--- src/rtl/serial_link_pkg.sv ---
// Shared types and line constants for the serial link receive path.
// Parity helpers are used only when SERIAL_LINK_RX_PARITY_EN is defined.
package serial_link_pkg;

  typedef enum logic [2:0] {
    IDLE      = 3'd0,
    START     = 3'd1,
    DATA      = 3'd2,
    PARITY    = 3'd3,
    STOP      = 3'd4,
    WAIT_IDLE = 3'd5
  } rx_state_e;

  localparam logic LINE_IDLE = 1'b1;
  localparam logic START_BIT = 1'b0;
  localparam logic STOP_BIT  = 1'b1;

  // Even parity: running XOR of the data bits plus the parity bit must be zero.
  function automatic logic parity_ok(input logic data_xor, input logic par_bit);
    return (data_xor ^ par_bit) == 1'b0;
  endfunction

endpackage

--- src/rtl/serial_link_rx_if.sv ---
// Consumer-side word port of the serial link receiver.
interface serial_link_rx_if #(
  parameter int DATA_W = 8
);
  // Valid/ready: a word transfers on a clk edge where rx_valid && rx_ready.
  // Once rx_valid is high, rx_data and rx_valid hold until that transfer.
  // rx_valid never waits on rx_ready; rx_ready may depend on rx_valid.
  logic [DATA_W-1:0] rx_data;
  logic              rx_valid;
  logic              rx_ready;

  modport master (
    output rx_data,
    output rx_valid,
    input  rx_ready
  );

  modport slave (
    input  rx_data,
    input  rx_valid,
    output rx_ready
  );
endinterface

--- src/rtl/serial_link_rx_buf.sv ---
// Two-entry in-order word buffer between the receive FSM and the consumer.
// A push while full is accepted only if a pop happens in the same cycle.
module serial_link_rx_buf #(
  parameter int DATA_W = 8
) (
  input  logic              clk,
  input  logic              reset_n,
  input  logic              push_i,
  input  logic [DATA_W-1:0] push_data_i,
  input  logic              pop_i,
  output logic [DATA_W-1:0] data_o,
  output logic              full_o,
  output logic              empty_o
);

  logic [DATA_W-1:0] mem_q [2];
  logic              wr_ptr_q;
  logic              rd_ptr_q;
  logic [1:0]        count_q;
  logic [1:0]        count_d;
  logic              do_push;
  logic              do_pop;

  assign empty_o = (count_q == 2'd0);
  assign full_o  = (count_q == 2'd2);
  assign do_pop  = pop_i && !empty_o;
  assign do_push = push_i && (!full_o || do_pop);
  assign data_o  = empty_o ? '0 : mem_q[rd_ptr_q];

  always_comb begin
    count_d = count_q;
    case ({do_push, do_pop})
      2'b10:   count_d = count_q + 2'd1;
      2'b01:   count_d = count_q - 2'd1;
      default: count_d = count_q;
    endcase
  end

  always_ff @(posedge clk or negedge reset_n) begin
    if (!reset_n) begin
      for (int i = 0; i < 2; i++) mem_q[i] <= '0;
      wr_ptr_q <= 1'b0;
      rd_ptr_q <= 1'b0;
      count_q  <= 2'd0;
    end else begin
      if (do_push) begin
        mem_q[wr_ptr_q] <= push_data_i;
        wr_ptr_q        <= ~wr_ptr_q;
      end
      if (do_pop) rd_ptr_q <= ~rd_ptr_q;
      count_q <= count_d;
    end
  end

endmodule

--- src/rtl/serial_link_rx.sv ---
// Serial link receiver: start detect, LSB-first deserialise, stop check, 2-word buffer.
// Optional even parity bit after the data when SERIAL_LINK_RX_PARITY_EN is defined.
module serial_link_rx
  import serial_link_pkg::*;
#(
  parameter int DATA_W     = 8,
  parameter int BIT_CYCLES = 4
) (
  input  logic              clk,
  input  logic              reset_n,
  input  logic              line_i,
  serial_link_rx_if.master  rx_if,
  output logic              frame_err,
  output logic              parity_err,
  output logic              overrun_err,
  output logic              busy,
  output rx_state_e         state_o
);

  localparam int CW = (BIT_CYCLES > 1) ? $clog2(BIT_CYCLES) : 1;
  localparam int BW = $clog2(DATA_W + 1);
  localparam logic [CW-1:0] CYC_MID  = CW'(BIT_CYCLES / 2 - 1);
  localparam logic [CW-1:0] CYC_LAST = CW'(BIT_CYCLES - 1);
  localparam logic [BW-1:0] BIT_LAST = BW'(DATA_W - 1);

  rx_state_e         state_q;
  logic              line_q;
  logic [CW-1:0]     cyc_cnt_q;
  logic [BW-1:0]     bit_cnt_q;
  logic [DATA_W-1:0] shift_q;
  logic              frame_err_q;
  logic              overrun_err_q;

  logic              sample;
  logic              word_done;
  logic              push;
  logic              pop;
  logic              buf_full;
  logic              buf_empty;

  // The start bit is checked half a bit in; every later bit one full bit after that.
  assign sample    = (state_q == START) ? (cyc_cnt_q == CYC_MID) : (cyc_cnt_q == CYC_LAST);
  assign word_done = (state_q == STOP) && sample && (line_i == STOP_BIT);
  assign pop       = rx_if.rx_valid && rx_if.rx_ready;

`ifdef SERIAL_LINK_RX_PARITY_EN
  logic par_acc_q;
  logic par_bad_q;
  logic parity_err_q;

  assign push       = word_done && !par_bad_q;
  assign parity_err = parity_err_q;
`else
  assign push       = word_done;
  assign parity_err = 1'b0;
`endif

  assign frame_err   = frame_err_q;
  assign overrun_err = overrun_err_q;
  assign busy        = (state_q != IDLE);
  assign state_o     = state_q;

  always_ff @(posedge clk or negedge reset_n) begin
    if (!reset_n) begin
      state_q       <= IDLE;
      line_q        <= LINE_IDLE;
      cyc_cnt_q     <= '0;
      bit_cnt_q     <= '0;
      shift_q       <= '0;
      frame_err_q   <= 1'b0;
      overrun_err_q <= 1'b0;
`ifdef SERIAL_LINK_RX_PARITY_EN
      par_acc_q     <= 1'b0;
      par_bad_q     <= 1'b0;
      parity_err_q  <= 1'b0;
`endif
    end else begin
      line_q        <= line_i;
      frame_err_q   <= 1'b0;
      overrun_err_q <= push && buf_full && !pop;
`ifdef SERIAL_LINK_RX_PARITY_EN
      parity_err_q  <= 1'b0;
`endif
      case (state_q)
        IDLE: begin
          if (line_q == LINE_IDLE && line_i == START_BIT) begin
            state_q   <= START;
            cyc_cnt_q <= '0;
          end
        end
        START: begin
          if (sample) begin
            cyc_cnt_q <= '0;
            bit_cnt_q <= '0;
`ifdef SERIAL_LINK_RX_PARITY_EN
            par_acc_q <= 1'b0;
`endif
            // A start bit that has already gone high was a glitch.
            state_q   <= (line_i == START_BIT) ? DATA : IDLE;
          end else begin
            cyc_cnt_q <= cyc_cnt_q + CW'(1);
          end
        end
        DATA: begin
          if (sample) begin
            cyc_cnt_q <= '0;
            shift_q   <= {line_i, shift_q[DATA_W-1:1]};
            bit_cnt_q <= bit_cnt_q + BW'(1);
`ifdef SERIAL_LINK_RX_PARITY_EN
            par_acc_q <= par_acc_q ^ line_i;
            if (bit_cnt_q == BIT_LAST) state_q <= PARITY;
`else
            if (bit_cnt_q == BIT_LAST) state_q <= STOP;
`endif
          end else begin
            cyc_cnt_q <= cyc_cnt_q + CW'(1);
          end
        end
`ifdef SERIAL_LINK_RX_PARITY_EN
        PARITY: begin
          if (sample) begin
            cyc_cnt_q <= '0;
            par_bad_q <= !parity_ok(par_acc_q, line_i);
            state_q   <= STOP;
          end else begin
            cyc_cnt_q <= cyc_cnt_q + CW'(1);
          end
        end
`endif
        STOP: begin
          if (sample) begin
            cyc_cnt_q <= '0;
            if (line_i == STOP_BIT) begin
`ifdef SERIAL_LINK_RX_PARITY_EN
              parity_err_q <= par_bad_q;
`endif
              state_q <= IDLE;
            end else begin
              frame_err_q <= 1'b1;
              state_q     <= WAIT_IDLE;
            end
          end else begin
            cyc_cnt_q <= cyc_cnt_q + CW'(1);
          end
        end
        WAIT_IDLE: begin
          // A held-low line (break) must not look like a fresh start bit.
          if (line_i == LINE_IDLE) state_q <= IDLE;
        end
        default: state_q <= IDLE;
      endcase
    end
  end

  serial_link_rx_buf #(
    .DATA_W(DATA_W)
  ) u_buf (
    .clk         (clk),
    .reset_n     (reset_n),
    .push_i      (push),
    .push_data_i (shift_q),
    .pop_i       (pop),
    .data_o      (rx_if.rx_data),
    .full_o      (buf_full),
    .empty_o     (buf_empty)
  );

  assign rx_if.rx_valid = !buf_empty;

endmodule

--- src/flat_wrapper.sv ---
// flat-port wrapper written by rule: the top's interface ports become plain ports
module serial_link_rx_flat import serial_link_pkg::*;
#(
  parameter int DATA_W     = 8,
  parameter int BIT_CYCLES = 4
)
  (clk, reset_n, line_i, frame_err, parity_err, overrun_err, busy, state_o, rx_if_rx_data, rx_if_rx_valid, rx_if_rx_ready);
  serial_link_rx_if #(.DATA_W(DATA_W)) rx_if_i ();
  input  logic clk;
  input  logic reset_n;
  input  logic line_i;
  output logic frame_err;
  output logic parity_err;
  output logic overrun_err;
  output logic busy;
  output rx_state_e state_o;
  output wire logic [$bits(rx_if_i.rx_data)-1:0] rx_if_rx_data;
  output wire logic [$bits(rx_if_i.rx_valid)-1:0] rx_if_rx_valid;
  input wire logic [$bits(rx_if_i.rx_ready)-1:0] rx_if_rx_ready;
  assign rx_if_rx_data = rx_if_i.rx_data;
  assign rx_if_rx_valid = rx_if_i.rx_valid;
  assign rx_if_i.rx_ready = rx_if_rx_ready;
  serial_link_rx #(.DATA_W(DATA_W), .BIT_CYCLES(BIT_CYCLES)) u_core (.clk(clk), .reset_n(reset_n), .line_i(line_i), .rx_if(rx_if_i), .frame_err(frame_err), .parity_err(parity_err), .overrun_err(overrun_err), .busy(busy), .state_o(state_o));
endmodule
--- config.mk ---
export PLATFORM = sky130hd
export DESIGN_NAME = serial_link_rx_flat
export DESIGN_NICKNAME = d
export VERILOG_FILES = /design/src/rtl/serial_link_pkg.sv /design/src/rtl/serial_link_rx_if.sv /design/src/rtl/serial_link_rx_buf.sv /design/src/rtl/serial_link_rx.sv /design/src/flat_wrapper.sv
export SDC_FILE = /design/constraint.sdc
export NUM_CORES = 1
export LEC_CHECK = 0
export ABC_AREA = 1
export CORE_MARGIN = 2
export CORE_UTILIZATION = 35
export CTS_CLUSTER_DIAMETER = 120
export DETAILED_ROUTE_END_ITERATION = 8
export PLACE_DENSITY = 0.5
export SLEW_MARGIN = 20
export SYNTH_ARGS = -nofsm -noshare
export SYNTH_HDL_FRONTEND = slang
export SYNTH_HIERARCHICAL = 1
export SYNTH_SLANG_ARGS = --single-unit
--- constraint.sdc ---
create_clock -name clk -period 2.5 [get_ports clk]
set_clock_uncertainty 0.15 [all_clocks]
set_input_delay 0.25 -clock clk [delete_from_list [all_inputs] [get_ports clk]]
set_output_delay 0.25 -clock clk [all_outputs]
set_load 0.03 [all_outputs]
==> results.cfg, run 1 <==
[synthesis]
synth_nets = 249
ys_types = 30
netlist_area_um2 = 2091
syn-instance-count = 243
synth_area_per_cell_um2 = 8.604
ys_seq_area_frac = 0.4794
ys_warn_count = 6
synth_seq_cells = 40

[timing]
rsz0062_at_grt = false
drv_slew = 0
slew-limit-headroom = 0.4079
tightest_slew_ns = 0.8882
fin_setup_tns_ns = 0
finalHoldViolCount = 0
setup_viol = 0
fmax_ghz = 0.4510
period_share = 0.8870
setup_ws_ns = 0.2826
layout_min_cycle_time_ns = 2.217
holdWs_ns = 0.3074

[cts]
cts.sinks = 40
clk_latency_ns = 0.28
cts_setup_buffers = 0
cts_buffer_depth = 2
cts_tree = yes
cts.htree.levels = 2
cts_root_buf = clkbuf_8
clkTransAtPathRegs_ns = 0.08
cts_buffers = 5

[setup_path]
cp.required_ns = 2.10
r2r-start = u_core/state_o[1]$_DFFE_PN0P_
reg2reg_slack_ns = 0.47
cpPeakStageDelay_ns = 0.68
slowest_stage = clkdlybuf4s50_1
path_max_fanout = 9
cp_data_arrival_time_ns = 1.82
worstSetupPathType = register to output pin
reg2reg_depth = 11
crit_start = u_core/u_buf/count_q[0]$_DFFE_PN0P_
start_kind = register
r2r_end = u_core/u_buf/count_q[1]$_DFFE_PN0P_
endpoint_kind = output pin
cp-endpoint = rx_if_rx_data[1]
crit_chain = nor2_2 -> buf_4 -> a21oi_1 -> clkdlybuf4s50_1

[floorplanning]
start_util = 0.3574
die-area_um2 = 6608
core_um2 = 5851
die_y_um = 81.29
io_pins = 20
die_w_um = 81.29
rows = 28

[pwr]
clkPwrFrac = 0.219
seqPwrFrac = 0.387
max-vdd-ir-drop_mv = 0.5539
power.total_mw = 2.495
p_sw_frac = 0.4133
leakage_nw = 1.213
p_int_mw = 1.464
pwr-share-comb = 0.394
switchingPower_mw = 1.031
p_per_area_nw_per_um2 = 1019

[place]
port_buffers = 18
gp_congestion = 0.7812
dp_hpwl_mm = 2.864
placed_cells = 333
post-place-ws_ns = 0.4747
place_area_um2 = 2316

[layout]
final_core_util = 0.4183
final_cell_count_no_fill = 342
n_antenna_cell = 0
drive_gt1_frac = 0.1685
nets = 272
syn_to_final_growth_pct = 17.06
final_area_um2 = 2447

[routing]
drc = 0
wl_mm = 3.910
drtIter0Drc = 91
first_pass_iters = 4
ant_nets = 0
vias_per_cell = 4.567
vias = 1562
wire_per_inst_um = 11.43

[worst_hold_path]
hp-class = input pin to register

[job]
maxCapViolCount = 0

[global_routing]
grt_pass1_vias = 1534
grt_pass1_wl_mm = 6.982
antenna_found_initial = 0
grt_max_degree = 41
overflow = 0
grt_use_total = 0.1362

[run_status]
status = finished clean
[placed cells by master (no fill, tap or decap), types with 5 or more instances in the layout]
master and n:
nand3_1 8, nand4_1 19, nand3_4 5, clkdlybuf4s50_1 17, inv_1 14, clkbuf_8 6
o21ai_2 5, nor2_1 10, nand2_2 6, a21oi_1 9, dfrtp_1 39, inv_2 5
nand2_1 93
[cell families (layout without fill, tap and decap cells)]
| kind of cell | count (synthesis) | count (layout) | share of synthesized area |
|---|---|---|---|
| adder cells (fa/ha/maj) | 2 | 2 | 0.01197 |
| buffers and inverters | 27 | 51 | 0.07121 |
| AND/OR/NAND/NOR | 151 | 151 | 0.3639 |
| XOR/XNOR | 5 | 5 | 0.02095 |
| AO/OA/AOI/OAI | 17 | 17 | 0.05087 |
| other | 1 | 1 | 0.001794 |
| flip-flops | 40 | 40 | 0.4794 |
[worst max-delay path, delay by kind of cell (launching register included)]
family / cells / cell delay (ns)
buffers and inverters: 2 / 0.86
flip-flops: 1 / 0.48
AND/OR/NAND/NOR: 1 / 0.08
AO/OA/AOI/OAI: 1 / 0.12
[power by group through the flow]
| stage | clock network, mW | logic (mW) | registers (mW) |
|---|---|---|---|
| 3_5_place_dp | 0 | 0.986 | 0.978 |
| 4_1_cts | 0.575 | 0.993 | 0.966 |
| 5_1_grt | 0.601 | 1.11 | 0.995 |
| 6_report | 0.547 | 0.982 | 0.966 |
| 3_3_place_gp | 0 | 0.983 | 0.978 |
| 2_1_floorplan | 0 | 0.749 | 0.954 |
[flip-flops by register name (all words and copies together) (netlist names)]
register               flops
u_core/u_buf/rd_ptr_q      1
u_core/u_buf/count_q       2
u_core/state_o             3
u_core/u_buf/wr_ptr_q      1
u_core/overrun_err         1
u_core/line_q              1
u_core/frame_err           1
u_core/cyc_cnt_q           2
u_core/bit_cnt_q           4
u_core/u_buf/mem_q        16
u_core/shift_q             8
[worst min-delay path by stage]
stage | startpoint | to | slack, ns | depth (start not counted)
after floorplan | reset_n | u_core/bit_cnt_q[0]$_DFFE_PN0P_ | -0.20 | 0
after global placement | reset_n | u_core/u_buf/count_q[0]$_DFFE_PN0P_ | 0.30 | 1
after detailed placement | reset_n | u_core/u_buf/rd_ptr_q$_DFFE_PN0P_ | 0.28 | 1
after CTS | line_i | u_core/line_q$_DFF_PN1_ | 0.30 | 1
after global routing | line_i | u_core/line_q$_DFF_PN1_ | 0.32 | 1
final | line_i | u_core/line_q$_DFF_PN1_ | 0.31 | 1
[final cells by class]
class	count	area, um2
clock buffer	6	82.58
clock inverter	2	38.79
fill	588	3403
inverter	20	75.07
multi-input combinational	176	939.7
sequential	40	1002
tap	75	93.84
timing repair buffer	23	215.2
[synth_stat cells (all sizes together)]
master / number / area (um2)
xnor2: 2 / 17.52
dfstp: 1 / 26.28
dfrtp: 39 / 975.9
nor2: 15 / 78.83
buf: 4 / 38.78
nand4: 19 / 118.9
clkinv: 1 / 3.750
or2: 1 / 6.260
a21oi: 9 / 45.04
nand2: 101 / 409.1
ha: 2 / 25.02
inv: 19 / 71.32
a21boi: 1 / 7.510
clkbuf: 3 / 35.04
conb: 1 / 3.750
nand3: 15 / 147.6
xor2: 3 / 26.28
o21ai: 7 / 53.80
[routing by layer]
metal  share of wire  vias to the layer above  track usage  wire, um
li1                -                      831            -         -
met1            0.50                      714       0.1709      1966
met2            0.47                       15       0.2361      1831
met3           0.022                        2      0.02667        85
met4          0.0069                        0      0.04068        27
met5               0                        -            0         0
[what timing repair did]
item,4_1_cts,5_1_grt
hold endpoints to repair,39,0
hold buffers,1,0
resized for setup,0,0
Note: power is estimated with default switching activity, not from simulation.
==> run 2, diff against run 1 <==
Settings changed: PLACE_DENSITY 0.5 to 0.52.
Clock period 2.5 ns to 1.8 ns, I/O delays scaled along.
==> results.cfg, run 2 (synthesis results as in run 1) <==
[run_status]
status = finished clean

[setup_path]
cpPeakStageDelay_ns = 0.69
slowest_stage = clkdlybuf4s50_1
crit_buf_inv = 1
start_kind = register
crit_chain = clkdlybuf4s50_1
endpoint_kind = output pin
cp.required_ns = 1.47
worstSetupPathType = register to output pin
path_max_fanout = 5
cp_data_arrival_time_ns = 1.41
crit_family = buffers and inverters

[routing]
vias = 1652
drtIter0Drc = 50
wire_per_inst_um = 11.92
ant_nets = 0
wl_mm = 4.256
first_pass_iters = 4
vias_per_cell = 4.627
drc = 0

[global_routing]
grt_pass1_vias = 1579
antenna_found_initial = 0
grt_max_degree = 24
grt_use_total = 0.1465
overflow = 0
grt_pass1_wl_mm = 7.445

[timing]
rsz0062_at_grt = true
drv_slew = 0
fmax_ghz = 0.5751
setup_viol = 0
period_share = 0.9661
holdWs_ns = 0.2213
finalHoldViolCount = 0
layout_min_cycle_time_ns = 1.739

[layout]
nets = 287
final_core_util = 0.4444
largest_reg_flops = 16
layout.cells.most_common = nand2_1
reg_top3 = u_core/u_buf/mem_q (16), u_core/shift_q (8), u_core/bit_cnt_q (4)
n_antenna_cell = 0
final_area_um2 = 2600
final_cell_mix = nand2_1, dfrtp_1, buf_4, nand4_1, inv_1
drive_gt1_frac = 0.2801
max_flop_register = u_core/u_buf/mem_q
syn_to_final_growth_pct = 24.36

[cts]
cts.sinks = 40
cts_buffer_depth = 2
clkTransAtPathRegs_ns = 0.08
cts_buffers = 5
cts.htree.levels = 2
cts_root_buf = clkbuf_8
clk_latency_ns = 0.29
cts_tree = yes
cts_setup_buffers = 0

[floorplanning]
rows = 28
die_y_um = 81.29
io_pins = 20
die-area_um2 = 6608
start_util = 0.3574
core_um2 = 5851
die_w_um = 81.29

[pwr]
leakage_nw = 1.325
p_per_area_nw_per_um2 = 1419
max-vdd-ir-drop_mv = 0.8966

[place]
gp_congestion = 0.8247
port_buffers = 18
dp_hpwl_mm = 3.187
place_area_um2 = 2467

[worst_hold_path]
hp-class = input pin to asynchronous set/reset pin

[job]
maxCapViolCount = 0
[run 2: cell type report]
| class | count | area (um2) |
|---|---|---|
| fill | 595 | 3251 |
| inverter | 20 | 77.57 |
| tap | 75 | 93.84 |
| clock inverter | 3 | 42.54 |
| multi-input combinational | 176 | 982.2 |
| clock buffer | 5 | 68.82 |
| timing repair buffer | 38 | 327.8 |
| sequential | 40 | 1007 |
[run 2: what timing repair did]
item	CTS	global route
resized for setup	3	9
pin swaps	0	2
hold buffers	1	0
endpoints found under the hold margin	16	0
endpoints found under the setup margin	3	20
[run 2: metal layers]
metal / track usage / wire length [um]
met3: 0.03556 / 131
met4: 0.04576 / 56
met1: 0.1966 / 2136
met2: 0.2328 / 1932
met5: 0 / 0
[run 2: metrics by stage]
step           cells  TNS [ns]  setup WS [ns]  power (mW)
3_3_place_gp     348         0        0.01315       2.974
5_1_grt          357   -0.6905       -0.07012       3.978
3_5_place_dp     348  -0.01887       -0.01887       2.987
6_report         357         0        0.06104       3.689
2_1_floorplan    243   -0.2833        -0.2142       2.410
4_1_cts          357         0       0.004348       3.722
[run 2: worst paths after layout]
check	from	endpoint	slack (ns)	cells past startpoint
worst min-delay path	reset_n	u_core/u_buf/mem_q[13]$_DFFE_PN0P_	0.22	2
max in group asynchronous	reset_n	u_core/state_o[0]$_DFFE_PN0P_	0.80	3
worst min register to register	u_core/u_buf/mem_q[1]$_DFFE_PN0P_	u_core/u_buf/mem_q[1]$_DFFE_PN0P_	0.32	2
min in group clk	u_core/u_buf/mem_q[1]$_DFFE_PN0P_	u_core/u_buf/mem_q[1]$_DFFE_PN0P_	0.32	2
worst max register to register	u_core/state_o[0]$_DFFE_PN0P_	u_core/u_buf/count_q[1]$_DFFE_PN0P_	0.07	11
worst max-delay path	u_core/state_o[0]$_DFFE_PN0P_	state_o[0]	0.06	1
[run 2: where the power goes]
part / switching [mW] / internal (mW)
Clock: 0.321 / 0.410
Combinational: 1.00 / 0.656
Sequential: 0.204 / 1.10
==> run 3, diff against run 2 <==
Settings changed: PLACE_DENSITY 0.52 to 0.53, SYNTH_HIERARCHICAL 1 to unset.
==> results.cfg, run 3 <==
[floorplanning]
core_um2 = 5439
die_y_um = 78.56
die-area_um2 = 6172
start_util = 0.3577
die_w_um = 78.56
rows = 27
io_pins = 20

[synthesis]
ys_types = 30
synth_edf_count = 0
ys_seq_area_frac = 0.5151
async_flop_share = 1.000
synth_most_common_cell = nand2_1
synth_top_area_frac = 0.5016
ys_top_cells_by_area = dfrtp_1, nand2_1, o21ai_0
synth_ff_type = dfrtp_1
ys_warn_count = 0
synth_nets = 221
synth_seq_cells = 40
yosys-top-cells-count = nand2_1, dfrtp_1, inv_1, o21ai_0
synth.largest_area_cell = dfrtp_1
netlist_area_um2 = 1946
synth_area_per_cell_um2 = 9.007
syn-instance-count = 216

[cts]
clk_latency_ns = 0.29
cts_buffers = 5
clkTransAtPathRegs_ns = 0.08
cts.sinks = 40
cts_tree = yes
cts_root_buf = clkbuf_8
cts_buffer_depth = 2
cts.htree.levels = 2

[timing]
period_share = 0.9888
fmax_ghz = 0.5618
rsz0062_at_grt = true
layout_min_cycle_time_ns = 1.780
setup_ws_ns = 0.02011
finalHoldViolCount = 0
holdWs_ns = 0.2287
drv_slew = 0
setup_viol = 0

[pwr]
p_int_mw = 2.225
p_per_area_nw_per_um2 = 1638
seqPwrFrac = 0.389
p_sw_frac = 0.4188
max-vdd-ir-drop_mv = 0.6766
leakage_nw = 1.190
pwr-share-comb = 0.420
clkPwrFrac = 0.191
switchingPower_mw = 1.603

[setup_path]
cp_data_arrival_time_ns = 1.45
slowest_stage = clkdlybuf4s50_1
cpPeakStageDelay_ns = 0.71
start_kind = register
cp.required_ns = 1.47
crit_buf_inv = 1
endpoint_kind = output pin
worstSetupPathType = register to output pin
crit_chain = clkdlybuf4s50_1
path_max_fanout = 5
crit_family = buffers and inverters

[layout]
final_cell_mix = nand2_1, dfrtp_1, inv_1, o21ai_0, buf_4
largest_reg_flops = 16
reg_top3 = u_core.u_buf.mem_q (16), u_core.shift_q (8), u_core.bit_cnt_q (4)
nets = 249
syn_to_final_growth_pct = 20.13
final_area_um2 = 2337
fillerInstances = 560
max_flop_register = u_core.u_buf.mem_q
n_antenna_cell = 0
final_cell_count_no_fill = 317
drive_gt1_frac = 0.2327
layout.cells.most_common = nand2_1

[job]
maxCapViolCount = 0

[global_routing]
grt_pass1_vias = 1332
grt_max_degree = 22
grt_busiest_layer = met2
grt_use_met2 = 0.1940
grtUsageMet1 = 0.1853
grt_pass1_wl_mm = 6.354
overflow = 0
grtUsageMet3 = 0.03448
grt_use_total = 0.1322
antenna_found_initial = 0

[place]
placed_cells = 307
gp_congestion = 0.7635
port_buffers = 18
dp_hpwl_mm = 2.623
place_area_um2 = 2200
post-place-ws_ns = 0.06398

[run_status]
status = finished clean

[routing]
drc = 0
ant_nets = 0
first_pass_iters = 4
wire_per_inst_um = 11.43
drtIter0Drc = 74
wl_mm = 3.622
vias_per_cell = 4.492
vias = 1424

[worst_hold_path]
hp-class = input pin to asynchronous set/reset pin
-- run 3: changes by cell type after synthesis, sizes merged, moves of 2 or more --
cell and change:
o21ai +27, nor2 -4, nand4 -17, a21oi +5, nand2 -41, clkbuf -2, inv +10, nand3 -3
-- run 3: worst paths after layout --
check / startpoint / endpoint / slack [ns] / cells past startpoint
setup reg to reg: u_core.state_o[1]$_DFFE_PN0P_ / u_core.u_buf.mem_q[9]$_DFFE_PN0P_ / 0.09 / 8
hold reg to reg: u_core.u_buf.mem_q[8]$_DFFE_PN0P_ / u_core.u_buf.mem_q[8]$_DFFE_PN0P_ / 0.32 / 2
max in group asynchronous: reset_n / u_core.line_q$_DFF_PN1_ / 0.71 / 3
hold / removal: reset_n / u_core.u_buf.mem_q[6]$_DFFE_PN0P_ / 0.23 / 2
min in group clk: line_i / u_core.line_q$_DFF_PN1_ / 0.32 / 2
setup / recovery: u_core.state_o[2]$_DFFE_PN0P_ / state_o[2] / 0.02 / 1
-- run 3: final cells by class --
type	count	area, um2	area share
Inverter	29	108.9	0.04657
Clock inverter	3	42.54	0.01820
Tap cell	72	90.09	0.03854
Multi-Input combinational cell	142	790.8	0.3383
Timing Repair Buffer	26	232.7	0.09957
Sequential cell	40	1003	0.4293
Clock buffer	5	68.82	0.02944
-- run 3: kinds of logic after synthesis --
| family | share of synthesized area |
|---|---|
| buf+inv | 0.08102 |
| simple gates | 0.2225 |
| compound gates | 0.1505 |
| other cells | 0.001927 |
| flops | 0.5151 |
| xor+xnor | 0.02251 |
| fa+ha+maj | 0.006430 |
-- run 3: power groups by stage --
stage / clock network, mW / registers [mW] / logic (mW)
3_3_place_gp: 0 / 1.51 / 1.59
4_1_cts: 0.755 / 1.49 / 1.62
6_report: 0.731 / 1.49 / 1.61
5_1_grt: 0.800 / 1.53 / 1.82
3_5_place_dp: 0 / 1.52 / 1.60
2_1_floorplan: 0 / 1.47 / 1.14
-- run 3: through the flow --
step	total power, mW	setup TNS, ns	util
global route	4.145	-0.2420	0.4297
CTS	3.862	0	0.4274
global placement	3.102	0	0.4044
floorplan	2.608	0	-
finish	3.828	0	0.4297
detailed placement	3.119	0	0.4044
-- run 3: metal layers --
metal  share of wire  vias up
met1            0.52      654
met5               0        -
li1                -      745
met3           0.030        2
met4          0.0075        0
met2            0.44       23
-- run 3: timing repair --
item / CTS / global route
pin swaps: 0 / 1
buffers inserted: 1 / 0
hold buffers: 1 / 0
endpoints found under the hold margin: 19 / 0
endpoints found under the setup margin: 10 / 21
resized for setup: 3 / 5
